`src/rtl/dmac_write_resp_tracker_if.sv`:
```
// AW-issue and AXI B-channel handshake bundle for the write response tracker.
// master: issuer/interconnect side driving bursts and responses; slave: tracker.
interface dmac_write_resp_tracker_if #(
  parameter int CHANNEL_COUNT = 8,
  localparam int CH_WD = $clog2(CHANNEL_COUNT)
);
  logic             aw_issue_valid;
  logic             aw_issue_ready;
  logic [CH_WD-1:0] aw_issue_ch;
  logic             aw_issue_last;
  logic             m_axi_bvalid;
  logic [1:0]       m_axi_bresp;
  logic             m_axi_bready;

  modport master (
    output aw_issue_valid, aw_issue_ch, aw_issue_last,
    output m_axi_bvalid, m_axi_bresp,
    input  aw_issue_ready, m_axi_bready
  );

  modport slave (
    input  aw_issue_valid, aw_issue_ch, aw_issue_last,
    input  m_axi_bvalid, m_axi_bresp,
    output aw_issue_ready, m_axi_bready
  );
endinterface

```
`src/rtl/dmac_write_resp_tracker.sv`:
```
// In-order tracker of DMA AW bursts retiring AXI B responses into per-channel
// done pulses. Ports: clk, rst_n, bus (AW issue + B channel), done_pulse/err, outstanding, idle.
module dmac_write_resp_tracker #(
  parameter int CHANNEL_COUNT   = 8,
  parameter int MAX_OUTSTANDING = 8,
  localparam int CH_WD  = $clog2(CHANNEL_COUNT),
  localparam int CNT_WD = $clog2(MAX_OUTSTANDING + 1)
) (
  input  logic                     clk,
  input  logic                     rst_n,
  dmac_write_resp_tracker_if.slave bus,
  output logic [CHANNEL_COUNT-1:0] done_pulse,
  output logic [CHANNEL_COUNT-1:0] done_err,
  output logic [CNT_WD-1:0]        outstanding,
  output logic                     idle
);
  localparam int AW = $clog2(MAX_OUTSTANDING);
  localparam logic [AW:0] PTR_ONE = 1;
  localparam logic [CNT_WD-1:0] CNT_ONE = 1;
  localparam logic [CHANNEL_COUNT-1:0] CH_ONE = 1;

  logic [CH_WD-1:0] ch_mem [MAX_OUTSTANDING];
  logic             last_mem [MAX_OUTSTANDING];

  logic [AW:0] wr_ptr;
  logic [AW:0] rd_ptr;
  logic [CHANNEL_COUNT-1:0] sticky;

  logic full;
  logic empty;
  logic push;
  logic pop;
  logic [CH_WD-1:0] hch;
  logic hlast;
  logic err_now;

  // Wrap bit differs with equal index: full; identical pointers: empty.
  assign full  = (wr_ptr[AW] != rd_ptr[AW]) &&
                 (wr_ptr[AW-1:0] == rd_ptr[AW-1:0]);
  assign empty = (wr_ptr == rd_ptr);

  assign bus.aw_issue_ready = !full;
  assign bus.m_axi_bready   = !empty;

  assign push = bus.aw_issue_valid && !full;
  assign pop  = bus.m_axi_bvalid && !empty;

  assign hch     = ch_mem[rd_ptr[AW-1:0]];
  assign hlast   = last_mem[rd_ptr[AW-1:0]];
  assign err_now = bus.m_axi_bresp[1];

  assign idle = (outstanding == '0);

  always_ff @(posedge clk) begin
    if (push) begin
      ch_mem[wr_ptr[AW-1:0]]   <= bus.aw_issue_ch;
      last_mem[wr_ptr[AW-1:0]] <= bus.aw_issue_last;
    end
  end

  always_ff @(posedge clk or negedge rst_n) begin
    if (!rst_n) begin
      wr_ptr      <= '0;
      rd_ptr      <= '0;
      outstanding <= '0;
    end else begin
      if (push) wr_ptr <= wr_ptr + PTR_ONE;
      if (pop)  rd_ptr <= rd_ptr + PTR_ONE;
      if (push && !pop)
        outstanding <= outstanding + CNT_ONE;
      else if (pop && !push)
        outstanding <= outstanding - CNT_ONE;
    end
  end

  always_ff @(posedge clk or negedge rst_n) begin
    if (!rst_n) begin
      sticky     <= '0;
      done_pulse <= '0;
      done_err   <= '0;
    end else begin
      done_pulse <= '0;
      done_err   <= '0;
      if (pop) begin
        if (hlast) begin
          done_pulse  <= CH_ONE << hch;
          if (sticky[hch] || err_now)
            done_err  <= CH_ONE << hch;
          sticky[hch] <= 1'b0;
        end else if (err_now) begin
          sticky[hch] <= 1'b1;
        end
      end
    end
  end
endmodule

```
`src/flat_wrapper.sv`:
```
// flat-port wrapper written by rule: the top's interface ports become plain ports
module dmac_write_resp_tracker_flat 
#(
  parameter int CHANNEL_COUNT   = 8,
  parameter int MAX_OUTSTANDING = 8,
  localparam int CH_WD  = $clog2(CHANNEL_COUNT),
  localparam int CNT_WD = $clog2(MAX_OUTSTANDING + 1)
)
  (clk, rst_n, done_pulse, done_err, outstanding, idle, bus_aw_issue_valid, bus_aw_issue_ch, bus_aw_issue_last, bus_m_axi_bvalid, bus_m_axi_bresp, bus_aw_issue_ready, bus_m_axi_bready);
  dmac_write_resp_tracker_if #(.CHANNEL_COUNT(CHANNEL_COUNT)) bus_i ();
  input  logic clk;
  input  logic rst_n;
  output logic [CHANNEL_COUNT-1:0] done_pulse;
  output logic [CHANNEL_COUNT-1:0] done_err;
  output logic [CNT_WD-1:0] outstanding;
  output logic idle;
  input wire logic [$bits(bus_i.aw_issue_valid)-1:0] bus_aw_issue_valid;
  input wire logic [$bits(bus_i.aw_issue_ch)-1:0] bus_aw_issue_ch;
  input wire logic [$bits(bus_i.aw_issue_last)-1:0] bus_aw_issue_last;
  input wire logic [$bits(bus_i.m_axi_bvalid)-1:0] bus_m_axi_bvalid;
  input wire logic [$bits(bus_i.m_axi_bresp)-1:0] bus_m_axi_bresp;
  output wire logic [$bits(bus_i.aw_issue_ready)-1:0] bus_aw_issue_ready;
  output wire logic [$bits(bus_i.m_axi_bready)-1:0] bus_m_axi_bready;
  assign bus_i.aw_issue_valid = bus_aw_issue_valid;
  assign bus_i.aw_issue_ch = bus_aw_issue_ch;
  assign bus_i.aw_issue_last = bus_aw_issue_last;
  assign bus_i.m_axi_bvalid = bus_m_axi_bvalid;
  assign bus_i.m_axi_bresp = bus_m_axi_bresp;
  assign bus_aw_issue_ready = bus_i.aw_issue_ready;
  assign bus_m_axi_bready = bus_i.m_axi_bready;
  dmac_write_resp_tracker #(.CHANNEL_COUNT(CHANNEL_COUNT), .MAX_OUTSTANDING(MAX_OUTSTANDING)) u_core (.clk(clk), .rst_n(rst_n), .bus(bus_i), .done_pulse(done_pulse), .done_err(done_err), .outstanding(outstanding), .idle(idle));
endmodule
```
`config.mk`:
```
export PLATFORM = sky130hd
export DESIGN_NAME = dmac_write_resp_tracker_flat
export DESIGN_NICKNAME = d
export VERILOG_FILES = /design/src/rtl/dmac_write_resp_tracker_if.sv /design/src/rtl/dmac_write_resp_tracker.sv /design/src/flat_wrapper.sv
export SDC_FILE = /design/constraint.sdc
export NUM_CORES = 1
export LEC_CHECK = 0
export ABC_AREA = 1
export ABC_CLOCK_PERIOD_IN_PS = 4900
export CAP_MARGIN = 20
export CORE_UTILIZATION = 47
export CTS_CLUSTER_SIZE = 40
export DETAILED_ROUTE_END_ITERATION = 16
export GPL_TIMING_DRIVEN = 0
export PLACE_DENSITY = 0.71
export SLEW_MARGIN = 0
export SYNTH_ARGS = -nofsm -noshare
export SYNTH_HDL_FRONTEND = slang
export SYNTH_SLANG_ARGS = --single-unit
export TNS_END_PERCENT = 10
```
`constraint.sdc`:
```
create_clock -name clk -period 4.9 [get_ports clk]
set_clock_uncertainty 0.15 [all_clocks]
set_input_delay 0.735 -clock clk [delete_from_list [all_inputs] [get_ports clk]]
set_output_delay 0.735 -clock clk [all_outputs]
set_load 0.005 [all_outputs]
```
# Yosys cells after proc, flatten, opt, wreduce, memory -nomap -nowiden
# Memory sizes are Yosys's and may differ from the RTL's.
# Cells that the tools add are included.
# Widths: inputs -> output; s select.
dict set report word_totals {
  in_bits 10
  ff_bits 36
  memories 2
  ramBits 32
}
dict set report op_classes {
  n_bitwise 3
  muxes 15
  eq_ne 3
  n_lt_le_gt_ge 2
  n_addsub 4
  reduce_logical 15
  n_shift 1
}
# name depth word_bits read_ports rd_clocked_by_memory_dff wr line_no
set mem_list {}
lappend mem_list {u_core.ch_mem 8 3 1 0 1 dmac_write_resp_tracker.sv:22} ;# logic [CH_WD-1:0] ch_mem [MAX_OUTSTANDING];
lappend mem_list {u_core.last_mem 8 1 1 0 1 dmac_write_resp_tracker.sv:23} ;# logic last_mem [MAX_OUTSTANDING];
# op n
set op_table {}
lappend op_table {{$mux 8} 7}
lappend op_table {{$add 4x1->4 const B} 3}
lappend op_table {{$and 8x8->8} 1}
lappend op_table {{$mux 4} 2}
lappend op_table {{$not 8->8} 1}
lappend op_table {{$or 8x8->8} 1}
lappend op_table {{$shl 1x3->8 const A} 1}
lappend op_table {{$logic_and 1x1->1} 6}
lappend op_table {{$eq 4x4->1} 1}
lappend op_table {{$logic_not 1->1} 4}
lappend op_table {{$logic_not 4->1} 1}
lappend op_table {{$lt 3x4->1 const B} 1}
lappend op_table {{$mux 1} 4}
lappend op_table {{$reduce_bool 2->1} 2}
lappend op_table {{$sub 4x1->4 const B} 1}
lappend op_table {{$bmux 1 s3} 1}
lappend op_table {{$demux 1 s3} 1}
lappend op_table {{$eq 3x3->1} 1}
lappend op_table {{$ge 3x1->1 const B} 1}
lappend op_table {{$reduce_and 2->1} 1}
lappend op_table {{$logic_or 1x1->1} 1}
lappend op_table {{$ne 1x1->1} 1}

# Logic depth before layout (Yosys ltp)
dict set report logic_depth {
  ltp_word 8
  ltp_mapped 18
  depth_no_buf 16
}

# Worst setup path after synthesis
# OpenSTA, ideal clock, no wires.
dict set report synth_timing {
  kind {register -> register}
  startpoint {reg u_core.rd_ptr[0]}
  endpoint {reg u_core.outstanding[3]}
  path_slack_ns 2.307
  arrival_time_ns 2.320
  path_buffers 2
  required_time_ns 4.627
  synth_period_minus_slack_ns 2.593
  path_stages_with_launch 17
  cell_sequence {dfrtp_1 -> buf_6 -> buf_6 -> nand2_1 -> nand4_1 -> nor2_1 -> nand2_2 -> nand2_2 -> ha_1 -> inv_1 -> ha_1 -> a21o_1 -> a21oi_1 -> nor2_1 -> nor2_1 -> nand2_1 -> xnor2_1}
}
dict set report synth_via {
  word_cells_on_any_way 13
}
# element line_no
set synth_lines {}
lappend synth_lines {{from (decl)} dmac_write_resp_tracker.sv:26} ;# logic [AW:0] rd_ptr;
lappend synth_lines {{from (signal assigned)} dmac_write_resp_tracker.sv:68} ;# if (pop) rd_ptr <= rd_ptr + PTR_ONE;
lappend synth_lines {{$eq 4x4->1 *} dmac_write_resp_tracker.sv:40} ;# assign empty = (wr_ptr == rd_ptr);
lappend synth_lines {{$logic_not 1->1 *} n/a}
lappend synth_lines {{via bus_m_axi_bready} flat_wrapper.sv:23} ;# output wire logic [$bits(bus_i.m_axi_bready)-1:0] bus_m_axi_bready;
lappend synth_lines {{$logic_and 1x1->1 *} dmac_write_resp_tracker.sv:46} ;# assign pop = bus.m_axi_bvalid && !empty;
lappend synth_lines {{$logic_not 1->1} dmac_write_resp_tracker.sv:69} ;# if (push && !pop)
lappend synth_lines {{$logic_and 1x1->1} dmac_write_resp_tracker.sv:69}
lappend synth_lines {{$mux 4 / $reduce_bool 2->1 (equally long branches)} n/a}
lappend synth_lines {{to (signal assigned)} dmac_write_resp_tracker.sv:70} ;# outstanding <= outstanding + CNT_ONE;
lappend synth_lines {{to (signal assigned)} dmac_write_resp_tracker.sv:72} ;# outstanding <= outstanding - CNT_ONE;
lappend synth_lines {{to (decl)} dmac_write_resp_tracker.sv:14} ;# output logic [CNT_WD-1:0] outstanding,
# Mark *: on every way through the listed nets, which the timed path passes. The rest lies on a longest branch.
# A chain may end at the register's enable or synchronous reset.

# Worst setup path after layout
dict set report layout_timing {
  startpoint {reg u_core.rd_ptr[1]}
  endpoint {out bus_m_axi_bready}
}
dict set report layout_via {
  elab_chain_len 2
}
# element line_no
set layout_lines {}
lappend layout_lines {{$eq 4x4->1} dmac_write_resp_tracker.sv:40}
lappend layout_lines {{$logic_not 1->1} dmac_write_resp_tracker.sv:43} ;# assign bus.m_axi_bready = !empty;
lappend layout_lines {{to (decl)} flat_wrapper.sv:23}
# No other way between the ends.

==> results.yml <==
sta:
  max_freq_mhz: 343
  min_period_over_period_pct: 59.5
  setup_tns_ps: 0
  worstMarginPinSlew_ps: 783
  hold_viol: 0
  slew_violations: 0
  slew-limit-headroom_pct: 47.8
  layout_min_cycle_time_ps: 2920
  finalSetupViolCount: 0
  setup_repair_after_global_routing_missed_its_margin: "false"
setup_path:
  path_max_fanout: 10
  path_delay_family: "buffers and inverters"
  worst_r2r_startpoint: "u_core.rd_ptr[1]"
  r2r-end: "u_core.outstanding[3]"
  regToRegSetupSlack_ps: 2000
  worstPathBufferInverterCount: 4
  cp-end-kind: "primary output"
  reg2regPathDepth: 17
  critPathSlowestCell: "sky130_fd_sc_hd__clkdlybuf4s50_1"
  timing.critical_path.required_ps: 4010
  cells_along_the_critical_path: "buf_4 > inv_2 > buf_6 > nand2_1 > nand4_1 > nor2_1 > nand2_2 > clkdlybuf4s50_1"
  arrival_ps: 2030
  crit_type: "flop to primary output"
  critPathMaxStageDelay_ps: 470
  crit_path_start_kind: "flop"
grt:
  grt_first_pass_wirelength_mm: 9.82
  grt_overflow_total: 0
  grtUsageTotal_pct: 18.4
  antenna_found_initial: 0
  largest_net_degree_at_the_start_of_global_routing: 37
  grt_pass1_vias: 2093
worst_hold_path:
  hold_path_class: "primary input to async pin"
power:
  fin_total_pwr_w: 0.00243
  p_leak_nw: 1.61
  peakVddDrop_uv: 315
  power_density_nw_per_um2: 663
routing:
  drt-initial-drc-count: 84
  post_drt_via_cell_ratio: 4.93
  postRouteAntennaNets: 0
  via_count: 2031
  routedWlPerCell_um: 13.4
  routed_wire_length_mm: 5.53
  detail_route.drc_violations: 0
  detailedRoute.firstPassIterationCount: 5
cells_and_area:
  finish.utilization_pct: 58.0
  post_route_cell_area_um2: 3660
  final_layout_size_suffix_gt1_share_pct: 17.0
  flow.area_growth_from_synthesis_pct: 19.4
  final-instance-count-excl-fill: 412
  final_nets: 346
  num_antenna_cells: 0
synthesis:
  synth.avg_cell_area_um2: 10.7
  area_contributors_post_synth: "sky130_fd_sc_hd__edfxtp_1 31%, sky130_fd_sc_hd__dfrtp_1 29%, sky130_fd_sc_hd__nand2_1 8.8%, sky130_fd_sc_hd__nor2_1 3.4%, sky130_fd_sc_hd__inv_1 2.9%"
  synth.lib_cells_used.distinct: 34
  synth.most_common_cell: "sky130_fd_sc_hd__nand2_1"
  post_synth_inst_count: 288
  post_synth_net_total: 304
  ys.warnings.count: 0
  synth_sequential_area_ratio_pct: 60.7
  commonest_cells_in_the_netlist: "72 x sky130_fd_sc_hd__nand2_1, 36 x sky130_fd_sc_hd__dfrtp_1, 32 x sky130_fd_sc_hd__edfxtp_1"
  synthDominantCellAreaShare_pct: 31.3
  syn_area_um2: 3070
  synth_seq_cells: 68
  number_of_synthesized_flops_with_an_enable_pin: 32
  synth_top_flop_cell: "sky130_fd_sc_hd__dfrtp_1"
  synth-async-reset-ratio_pct: 52.9
  synthDominantAreaCellType: "sky130_fd_sc_hd__edfxtp_1"
die:
  floorplan.core_area_um2: 6310
  ios: 33
  rows: 29
  die_y_um: 82.8
  die_width_um: 82.8
  floorplan.initialDensity_pct: 48.6
  die-area_um2: 6860
place:
  detailed_place_hpwl_mm: 3.95
  post-place-cells: 396
  place_congestion: 0.836
  io_buffer_count: 31
  dpl-instance-area_um2: 3470
cts:
  post_cts_resized: 0
  cts_root_buf: "sky130_fd_sc_hd__clkbuf_8"
  clkLatencyLatePin_ps: 340
  tritoncts: "built"
  cts-hold-fix-buffers: 0
  cts.sinks: 68
  post_cts.repair.setup_buffers: 0
  clkTransAtPathRegs_ps: 70
  ctsHtreeMaxLevel: 3
  cts_buffers: 9
  cts-root-to-sink-buffers: 2
job:
  cap_violations: 0
outcome:
  status: "finished, final reports clean"
## cells in the final DEF (no fill, tap or decap), types with 5 or more instances in the layout
| master | n |
|---|---|
| sky130_fd_sc_hd__a31oi_1 | 8 |
| sky130_fd_sc_hd__xor2_1 | 7 |
| sky130_fd_sc_hd__ha_1 | 5 |
| sky130_fd_sc_hd__dfrtp_1 | 36 |
| sky130_fd_sc_hd__nand2_1 | 72 |
| sky130_fd_sc_hd__clkdlybuf4s50_1 | 30 |
| sky130_fd_sc_hd__o21ai_1 | 6 |
| sky130_fd_sc_hd__o21ai_0 | 5 |
| sky130_fd_sc_hd__edfxtp_1 | 32 |
| sky130_fd_sc_hd__nor2_1 | 28 |
| sky130_fd_sc_hd__nand3_1 | 11 |
| sky130_fd_sc_hd__inv_1 | 24 |
| sky130_fd_sc_hd__clkbuf_8 | 10 |
| sky130_fd_sc_hd__nor2_2 | 14 |
## how the worst max path moves through the flow
stage	startpoint	endpoint	slack, ps	cells after the start
2_1_floorplan	u_core.rd_ptr[0]	u_core.outstanding[3]	2310	16
3_3_place_gp	bus_m_axi_bvalid	u_core.outstanding[3]	1910	11
3_5_place_dp	bus_m_axi_bvalid	u_core.outstanding[3]	1870	11
4_1_cts	u_core.rd_ptr[1]	bus_m_axi_bready	1970	8
5_1_grt	u_core.rd_ptr[1]	u_core.outstanding[3]	1680	17
6_report	u_core.rd_ptr[1]	bus_m_axi_bready	1980	8
## report_power, final
part | internal [W] | total, W | switching, W
clock network | 0.000245 | 0.000446 | 0.000201
registers | 0.000757 | 0.000856 | 0.0000986
logic | 0.000457 | 0.00113 | 0.000669
total | 0.00146 | 0.00243 | 0.000969
## cells by family (layout without fill, tap and decap cells)
kind of cell	count (synthesis)	after routing	share of synthesized area, %
flops	68	68	60.7
simple gates	139	139	21.4
xor+xnor	10	10	2.85
fa+ha+maj	6	6	2.69
buf+inv	35	82	5.99
mux	1	1	0.367
compound gates	29	29	6.07
## layer usage
| layer | vias up | routed length, µm | global-route usage [%] |
|---|---|---|---|
| li1 | 1029 | - | - |
| met1 | 960 | 2480 | 22.9 |
| met2 | 36 | 2790 | 30.0 |
| met3 | 6 | 207 | 6.36 |
| met4 | 0 | 58 | 6.43 |
| met5 | - | 0 | 0 |
## cell type report
cell class / count / area (µm²)
Fill cell: 555 / 2650
Sequential cell: 68 / 1860
Multi-Input combinational cell: 185 / 1020
Timing Repair Buffer: 31 / 305
Clock buffer: 11 / 141
Inverter: 30 / 131
Tap cell: 77 / 96.3
Buffer: 5 / 52.6
Clock inverter: 5 / 51.3
## per-stage QoR
step           setup WS (ps)  hold WS (ps)
2_1_floorplan           2310           289
5_1_grt                 1680           364
6_report                1980           318
3_3_place_gp            1910           325
4_1_cts                 1970           344
3_5_place_dp            1870           334
## worst register-to-register path, delay by kind of cell (launching register included)
family / cells / cell delay [ps]
buffers and inverters: 4 / 460
AOI/OAI and AO/OA: 2 / 340
and+or+nand+nor: 8 / 880
DFF: 1 / 350
xor gates and xnor gates: 1 / 120
adders and majority gates: 2 / 490
Note: power is estimated with default switching activity, not from simulation.
